[config.mk]
export PLATFORM = sky130hd
export DESIGN_NAME = fetch_buffer
export DESIGN_NICKNAME = d
export VERILOG_FILES = /design/src/rtl/riscv_pkg.sv /design/src/rtl/fetch_queue_mem.sv /design/src/rtl/fetch_buffer.sv
export SDC_FILE = /design/constraint.sdc
export NUM_CORES = 1
export LEC_CHECK = 0
export CELL_PAD_IN_SITES_DETAIL_PLACEMENT = 0
export CELL_PAD_IN_SITES_GLOBAL_PLACEMENT = 1
export CORE_ASPECT_RATIO = 1.25
export CORE_MARGIN = 4
export CORE_UTILIZATION = 35
export CTS_BUF_LIST = sky130_fd_sc_hd__clkbuf_4
export DETAILED_ROUTE_END_ITERATION = 10
export DONT_BUFFER_PORTS = 1
export PLACE_DENSITY = 0.66
export SLEW_MARGIN = 5
export SYNTH_ARGS = -nofsm -noshare
export SYNTH_HDL_FRONTEND = slang
export SYNTH_SLANG_ARGS = --single-unit
[constraint.sdc]
create_clock -name clk -period 18.5 [get_ports clk]
set_input_delay 2.775 -clock clk [delete_from_list [all_inputs] [get_ports clk]]
set_output_delay 2.775 -clock clk [all_outputs]
set_load 0.02 [all_outputs]
[src/rtl/riscv_pkg.sv]
// Shared types for the RISC-V front end. The fetch buffer stores two-wide
// fetch packets built from predictor addresses and instruction-memory data.
`ifndef ADDR_WIDTH
`define ADDR_WIDTH 32
`endif

package riscv_pkg;

  // Instruction word width carried in a fetch packet. The fetch_buffer
  // INSTR_WIDTH parameter defaults to this and must stay equal to it.
  localparam int FB_INSTR_WIDTH = 32;

  // Slots per fetch packet (predictor issues two addresses per cycle).
  localparam int FB_SLOTS = 2;

  // One queue entry: index k of every field belongs to fetch slot k.
  typedef struct packed {
    logic [FB_SLOTS-1:0][`ADDR_WIDTH-1:0]    pc;
    logic [FB_SLOTS-1:0][FB_INSTR_WIDTH-1:0] instr;
    logic [FB_SLOTS-1:0]                     slot_valid;
    logic [FB_SLOTS-1:0]                     pred_branch;
  } fetch_packet_t;

endpackage

[src/rtl/fetch_queue_mem.sv]
// Fetch-packet storage: one synchronous write port, one combinational read
// port. Contents are not reset; validity is tracked by the pointers/count
// in fetch_buffer.
module fetch_queue_mem
  import riscv_pkg::*;
#(
  parameter int DEPTH = 8
) (
  input  logic                     clk,
  input  logic                     we,
  input  logic [$clog2(DEPTH)-1:0] waddr,
  input  fetch_packet_t            wdata,
  input  logic [$clog2(DEPTH)-1:0] raddr,
  output fetch_packet_t            rdata
);

  fetch_packet_t mem [DEPTH];

  // Write the enqueued packet into its slot.
  always_ff @(posedge clk) begin
    if (we) begin
      mem[waddr] <= wdata;
    end
  end

  assign rdata = mem[raddr];

endmodule

[src/rtl/fetch_buffer.sv]
// Decoupling queue between next_pc_predictor and decode.
// Stage s1 holds the addresses issued last cycle; they are paired with the
// instruction-memory read data arriving this cycle and written into a
// DEPTH-entry FIFO drained by decode.
//
// Handshake: decode takes the head packet on any cycle where o_valid and
// i_ready are both high; o_valid never depends on i_ready, and the head
// fields are stable until that transfer happens (or a flush/reset).
module fetch_buffer
  import riscv_pkg::*;
#(
  parameter int DEPTH       = 8,
  parameter int INSTR_WIDTH = FB_INSTR_WIDTH
) (
  input  logic                       clk,
  input  logic                       reset,
  input  logic                       flush,
  input  logic [`ADDR_WIDTH-1:0]     i_pc [2],
  input  logic                       i_pc_valid [2],
  input  logic                       i_pred_branch [2],
  input  logic [INSTR_WIDTH-1:0]     i_instr [2],
  output logic                       o_stall,
  output logic                       o_valid,
  output logic                       o_slot_valid [2],
  output logic [`ADDR_WIDTH-1:0]     o_pc [2],
  output logic [INSTR_WIDTH-1:0]     o_instr [2],
  output logic                       o_pred_branch [2],
  input  logic                       i_ready,
  output logic [$clog2(DEPTH):0]     o_count
);

  localparam int PTR_W = $clog2(DEPTH);
  localparam int CNT_W = PTR_W + 1;

  // Alignment stage
  logic [`ADDR_WIDTH-1:0] s1_pc [2];
  logic [1:0]             s1_slot_valid;
  logic [1:0]             s1_pred_branch;
  logic                   s1_valid;

  // Queue bookkeeping
  logic [PTR_W-1:0] wr_ptr;
  logic [PTR_W-1:0] rd_ptr;
  logic [CNT_W-1:0] count;
  logic             full;
  logic             enq;
  logic             deq;
  logic [CNT_W:0]   stall_sum;

  fetch_packet_t wr_pkt;
  fetch_packet_t head_pkt;

  assign s1_valid  = |s1_slot_valid;
  assign full      = (count == CNT_W'(DEPTH));

  // Reserve room for the packet already sitting in s1 so it never has to be
  // dropped; depends on registered state only.
  assign stall_sum = {1'b0, count} + (CNT_W + 1)'(s1_valid);
  assign o_stall   = (stall_sum >= (CNT_W + 1)'(DEPTH));

  // A full-queue enqueue is blocked (entry dropped); the stall logic keeps
  // it from ever being attempted.
  assign enq     = s1_valid & ~flush & ~full;
  assign o_valid = (count != '0);
  assign deq     = o_valid & i_ready & ~flush;

  // Capture issued addresses; a stalled or flushed cycle captures nothing so
  // re-presented addresses are never taken twice.
  always_ff @(posedge clk) begin
    if (reset) begin
      s1_pc[0]       <= '0;
      s1_pc[1]       <= '0;
      s1_slot_valid  <= '0;
      s1_pred_branch <= '0;
    end else begin
      s1_pc[0]          <= i_pc[0];
      s1_pc[1]          <= i_pc[1];
      s1_pred_branch[0] <= i_pred_branch[0];
      s1_pred_branch[1] <= i_pred_branch[1];
      s1_slot_valid[0]  <= i_pc_valid[0] & ~o_stall & ~flush;
      s1_slot_valid[1]  <= i_pc_valid[1] & ~o_stall & ~flush;
    end
  end

  // Advance pointers and occupancy; flush empties the queue outright.
  always_ff @(posedge clk) begin
    if (reset || flush) begin
      wr_ptr <= '0;
      rd_ptr <= '0;
      count  <= '0;
    end else begin
      if (enq) begin
        wr_ptr <= wr_ptr + 1'b1;
      end
      if (deq) begin
        rd_ptr <= rd_ptr + 1'b1;
      end
      case ({enq, deq})
        2'b10:   count <= count + 1'b1;
        2'b01:   count <= count - 1'b1;
        default: count <= count;
      endcase
    end
  end

  // Pair the s1 addresses with this cycle's instruction-memory data.
  always_comb begin
    wr_pkt                = '0;
    wr_pkt.pc[0]          = s1_pc[0];
    wr_pkt.pc[1]          = s1_pc[1];
    wr_pkt.instr[0]       = i_instr[0];
    wr_pkt.instr[1]       = i_instr[1];
    wr_pkt.slot_valid     = s1_slot_valid;
    wr_pkt.pred_branch    = s1_pred_branch;
  end

  fetch_queue_mem #(
    .DEPTH (DEPTH)
  ) u_mem (
    .clk   (clk),
    .we    (enq),
    .waddr (wr_ptr),
    .wdata (wr_pkt),
    .raddr (rd_ptr),
    .rdata (head_pkt)
  );

  // Present the head packet, forcing all fields to zero when empty.
  always_comb begin
    for (int k = 0; k < 2; k++) begin
      o_pc[k]          = '0;
      o_instr[k]       = '0;
      o_slot_valid[k]  = 1'b0;
      o_pred_branch[k] = 1'b0;
      if (o_valid) begin
        o_pc[k]          = head_pkt.pc[k];
        o_instr[k]       = head_pkt.instr[k];
        o_slot_valid[k]  = head_pkt.slot_valid[k];
        o_pred_branch[k] = head_pkt.pred_branch[k];
      end
    end
  end

  assign o_count = count;

  // Writing into a full queue would silently lose a packet.
  a_no_overflow: assert property (@(posedge clk) disable iff (reset)
    !(s1_valid && !flush && full));

endmodule

==> results.toml <==
[die]
start_util = 0.353
chipHeight_um = 398
io_pins = 274
rows = 142
die_area_sq_um = 127000
core_region_area_sq_um = 120000
die_w_um = 320

[power]
power_frac_comb = 0.012
switching_power_uw = 1030
share_seq_of_total_power = 0.561
vdd_ir_drop_max_uv = 66.0
power_density_nw_per_um2 = 105
p_leak_uw = 0.0148
clockPowerShare = 0.426
power.total_uw = 5070
p_sw_frac = 0.204
internal-power_uw = 4030

[worst_setup_path]
critPathTopFamily = "buffers and inverters"
cp.arrival_ns = 4.95
crit_buf_inv = 2
end_kind = "output pin"
slowest_stage = "buf_4"
required_ns = 15.73
rrSetupSlack_ns = 13.91
path_max_fanout = 103
cp-start-kind = "flop"
critPathMaxStageDelay_ns = 0.92
setup.worst_path.class = "flop to output pin"
path_cells = "buf_12 > buf_4 > mux4_2 > mux2i_1 > nor2_1"

[sta]
tightest_slew_ns = 1.24
rsz0062_at_grt = "no"
worst_slew_margin_rel = 0.171
report.final.slew_viol_count = 0
hold_viol_final = 0
setup_ws_ns = 10.78
fmax_mhz = 130
skew_ns = 0.0977
setup_viol = 0
timing.final.crit_period_ns = 7.72
tns_ns = 0
min_period_over_period = 0.417

[layout]
regArea_sq_um = 33300
fin_util = 0.400
num-fill-cells = 10800
final_nets = 2289
layout-drive-gt1-share = 0.332
multiInputGateArea_sq_um = 8700
area_delta_synth_final_pct = 13.3

[synthesis]
synth_seq_cells = 1137
synth_area_per_cell_sq_um = 22.3
synth-async-reset-ratio = 0
synth-edff-count = 1056
yosysUniqueCellTypes = 36
yosys_most_used_dff = "edfxtp_1"
netlist_instances = 1902
synth_nets = 2045
syn_area_sq_um = 42500
yosys_warnings = 0
seq_area_frac_synth = 0.784

[clock_network]
path_clk_slew_ns = 0.06
clockBufferDepth = 4
post_cts_buffers = 0
cts_tree = "built"
insertion_delay_ns = 1.18
cts_inserted_buffers = 305
htreeDepth = 5
cts_hold_buf = 0
clk_root_buffer_cell = "clkbuf_4"
clkSinkCount = 1137
cts_resized = 0

[routing]
drtAntennaViolNets = 0
wl_um = 93300
via_per_inst = 4.97
routedWlPerCell_um = 23.6
drt_iter0_markers = 1273
route.detailed.drc = 0
first_pass_iters = 5
num_vias = 19600

[global_routing]
grtUsageTotal = 0.148
antenna_found_initial = 18
grt_max_degree = 149
first_global_vias = 21800
overflow = 0
grt_pass1_wl_um = 138000

[outcome]
status = "completed"

[run]
drv_cap = 0

[place]
dpl.hpwl_um = 48600
io_buffers = 0
place.gp.congestion = 0.698
pre_cts_ws_ns = 11.74

[min_path]
min_path_type = "flop to flop"
## worst reg2reg max path, cell delays in order, from the launching register on
cell      delay, ns
dfxtp_1        0.75
nor3_2         0.16
a211oi_4       0.39
inv_2          0.18
nor4b_2        1.06
buf_4          0.70
buf_4          0.83
## logic make-up after synthesis
kind of cell    share of synthesized area
mux                                 0.171
compound gates                    0.00212
simple gates                       0.0268
buf+inv                            0.0121
xor+xnor                          0.00124
fa+ha+maj                         0.00206
flops                               0.784
## through the flow
step / hold slack, ns / std cells / area, sq um
6_report: 0.488 / 3946 / 48100
5_1_grt: 0.469 / 3943 / 48100
4_1_cts: 0.468 / 3939 / 48100
3_5_place_dp: 0.465 / 3423 / 44300
3_3_place_gp: 0.457 / 3423 / 44300
2_1_floorplan: 0.454 / 1902 / 42500
## cell usage in the layout (no fill, tap or decap), types with 3 or more instances in the layout
| cell | count |
|---|---|
| mux4_2 | 264 |
| clkinv_2 | 18 |
| clkinv_1 | 52 |
| a21oi_1 | 6 |
| clkbuf_4 | 431 |
| edfxtp_1 | 1056 |
| inv_2 | 8 |
| nand2_1 | 7 |
| dfxtp_1 | 78 |
| nor3_2 | 3 |
| ha_1 | 7 |
| dfxtp_4 | 3 |
| bufinv_16 | 8 |
| nor2_1 | 142 |
| buf_4 | 34 |
| nor2b_1 | 67 |
| diode_2 | 7 |
| mux2i_1 | 134 |
| or3_1 | 3 |
| xor2_1 | 5 |
## sequential cells by signal (all words and copies together), names as in the netlist, named ones only
signal,flops
u_mem.mem,1056
s1_pc,64
o_count,4
rd_ptr,3
wr_ptr,3
s1_pred_branch,2
s1_slot_valid,2
## cells in the mapped netlist, types with 2 or more instances
| cell type | count | area (sq um) |
|---|---|---|
| clkbuf_4 | 2 | 15.0 |
| buf_1 | 27 | 101 |
| nand2_1 | 7 | 26.3 |
| nor2_1 | 143 | 537 |
| nor3b_1 | 4 | 30.0 |
| buf_4 | 24 | 180 |
| buf_2 | 23 | 115 |
| nor3_1 | 2 | 10.0 |
| a31oi_1 | 2 | 12.5 |
| nor4b_1 | 2 | 17.5 |
| mux4_2 | 264 | 5950 |
| a21oi_1 | 6 | 30.0 |
| and2_1 | 2 | 12.5 |
| edfxtp_1 | 1056 | 31700 |
| inv_1 | 2 | 7.51 |
| xor2_1 | 5 | 43.8 |
| nor2b_1 | 67 | 419 |
| dfxtp_1 | 81 | 1620 |
| or3_1 | 3 | 18.8 |
| clkbuf_1 | 23 | 86.3 |
| mux2i_1 | 134 | 1340 |
| nand3_1 | 2 | 10.0 |
| inv_2 | 2 | 7.51 |
| ha_1 | 7 | 87.6 |
## power groups by stage
stage | combinational (uW) | sequential (uW) | clock [uW]
finish | 61.8 | 2840 | 2160
global route | 67.3 | 2840 | 2400
CTS | 64.1 | 2840 | 2250
detailed placement | 63.9 | 2900 | 0
global placement | 63.7 | 2900 | 0
floorplan | 49.1 | 2900 | 0
## final timing paths
path,startpoint,to,depth (start not counted)
setup / recovery,flop,o_pc[11],5
hold / removal,rd_ptr[1],rd_ptr[1],2
setup reg to reg,o_count[1],u_mem.mem[2][102],6
hold reg to reg,rd_ptr[1],rd_ptr[1],2
## area by class of cell
| type | instances | area share |
|---|---|---|
| diodes | 7 | 0.000364 |
| clock buffers | 431 | 0.0672 |
| clock inverters | 85 | 0.0116 |
| inverters | 4 | 0.000312 |
| multi-input cells | 662 | 0.181 |
| flip-flops and latches | 1137 | 0.693 |
| well taps | 1584 | 0.0412 |
| repair buffers | 36 | 0.00613 |
## metal layers
| metal | GRT usage | part of all wire | vias to the layer above |
|---|---|---|---|
| met1 | 0.174 | 0.39 | 10400 |
| li1 | - | - | 8490 |
| met5 | 0 | 0.0010 | - |
| met4 | 0.0577 | 0.022 | 16 |
| met2 | 0.249 | 0.51 | 572 |
| met3 | 0.0520 | 0.071 | 155 |
Power figures use the tool's default switching activity.
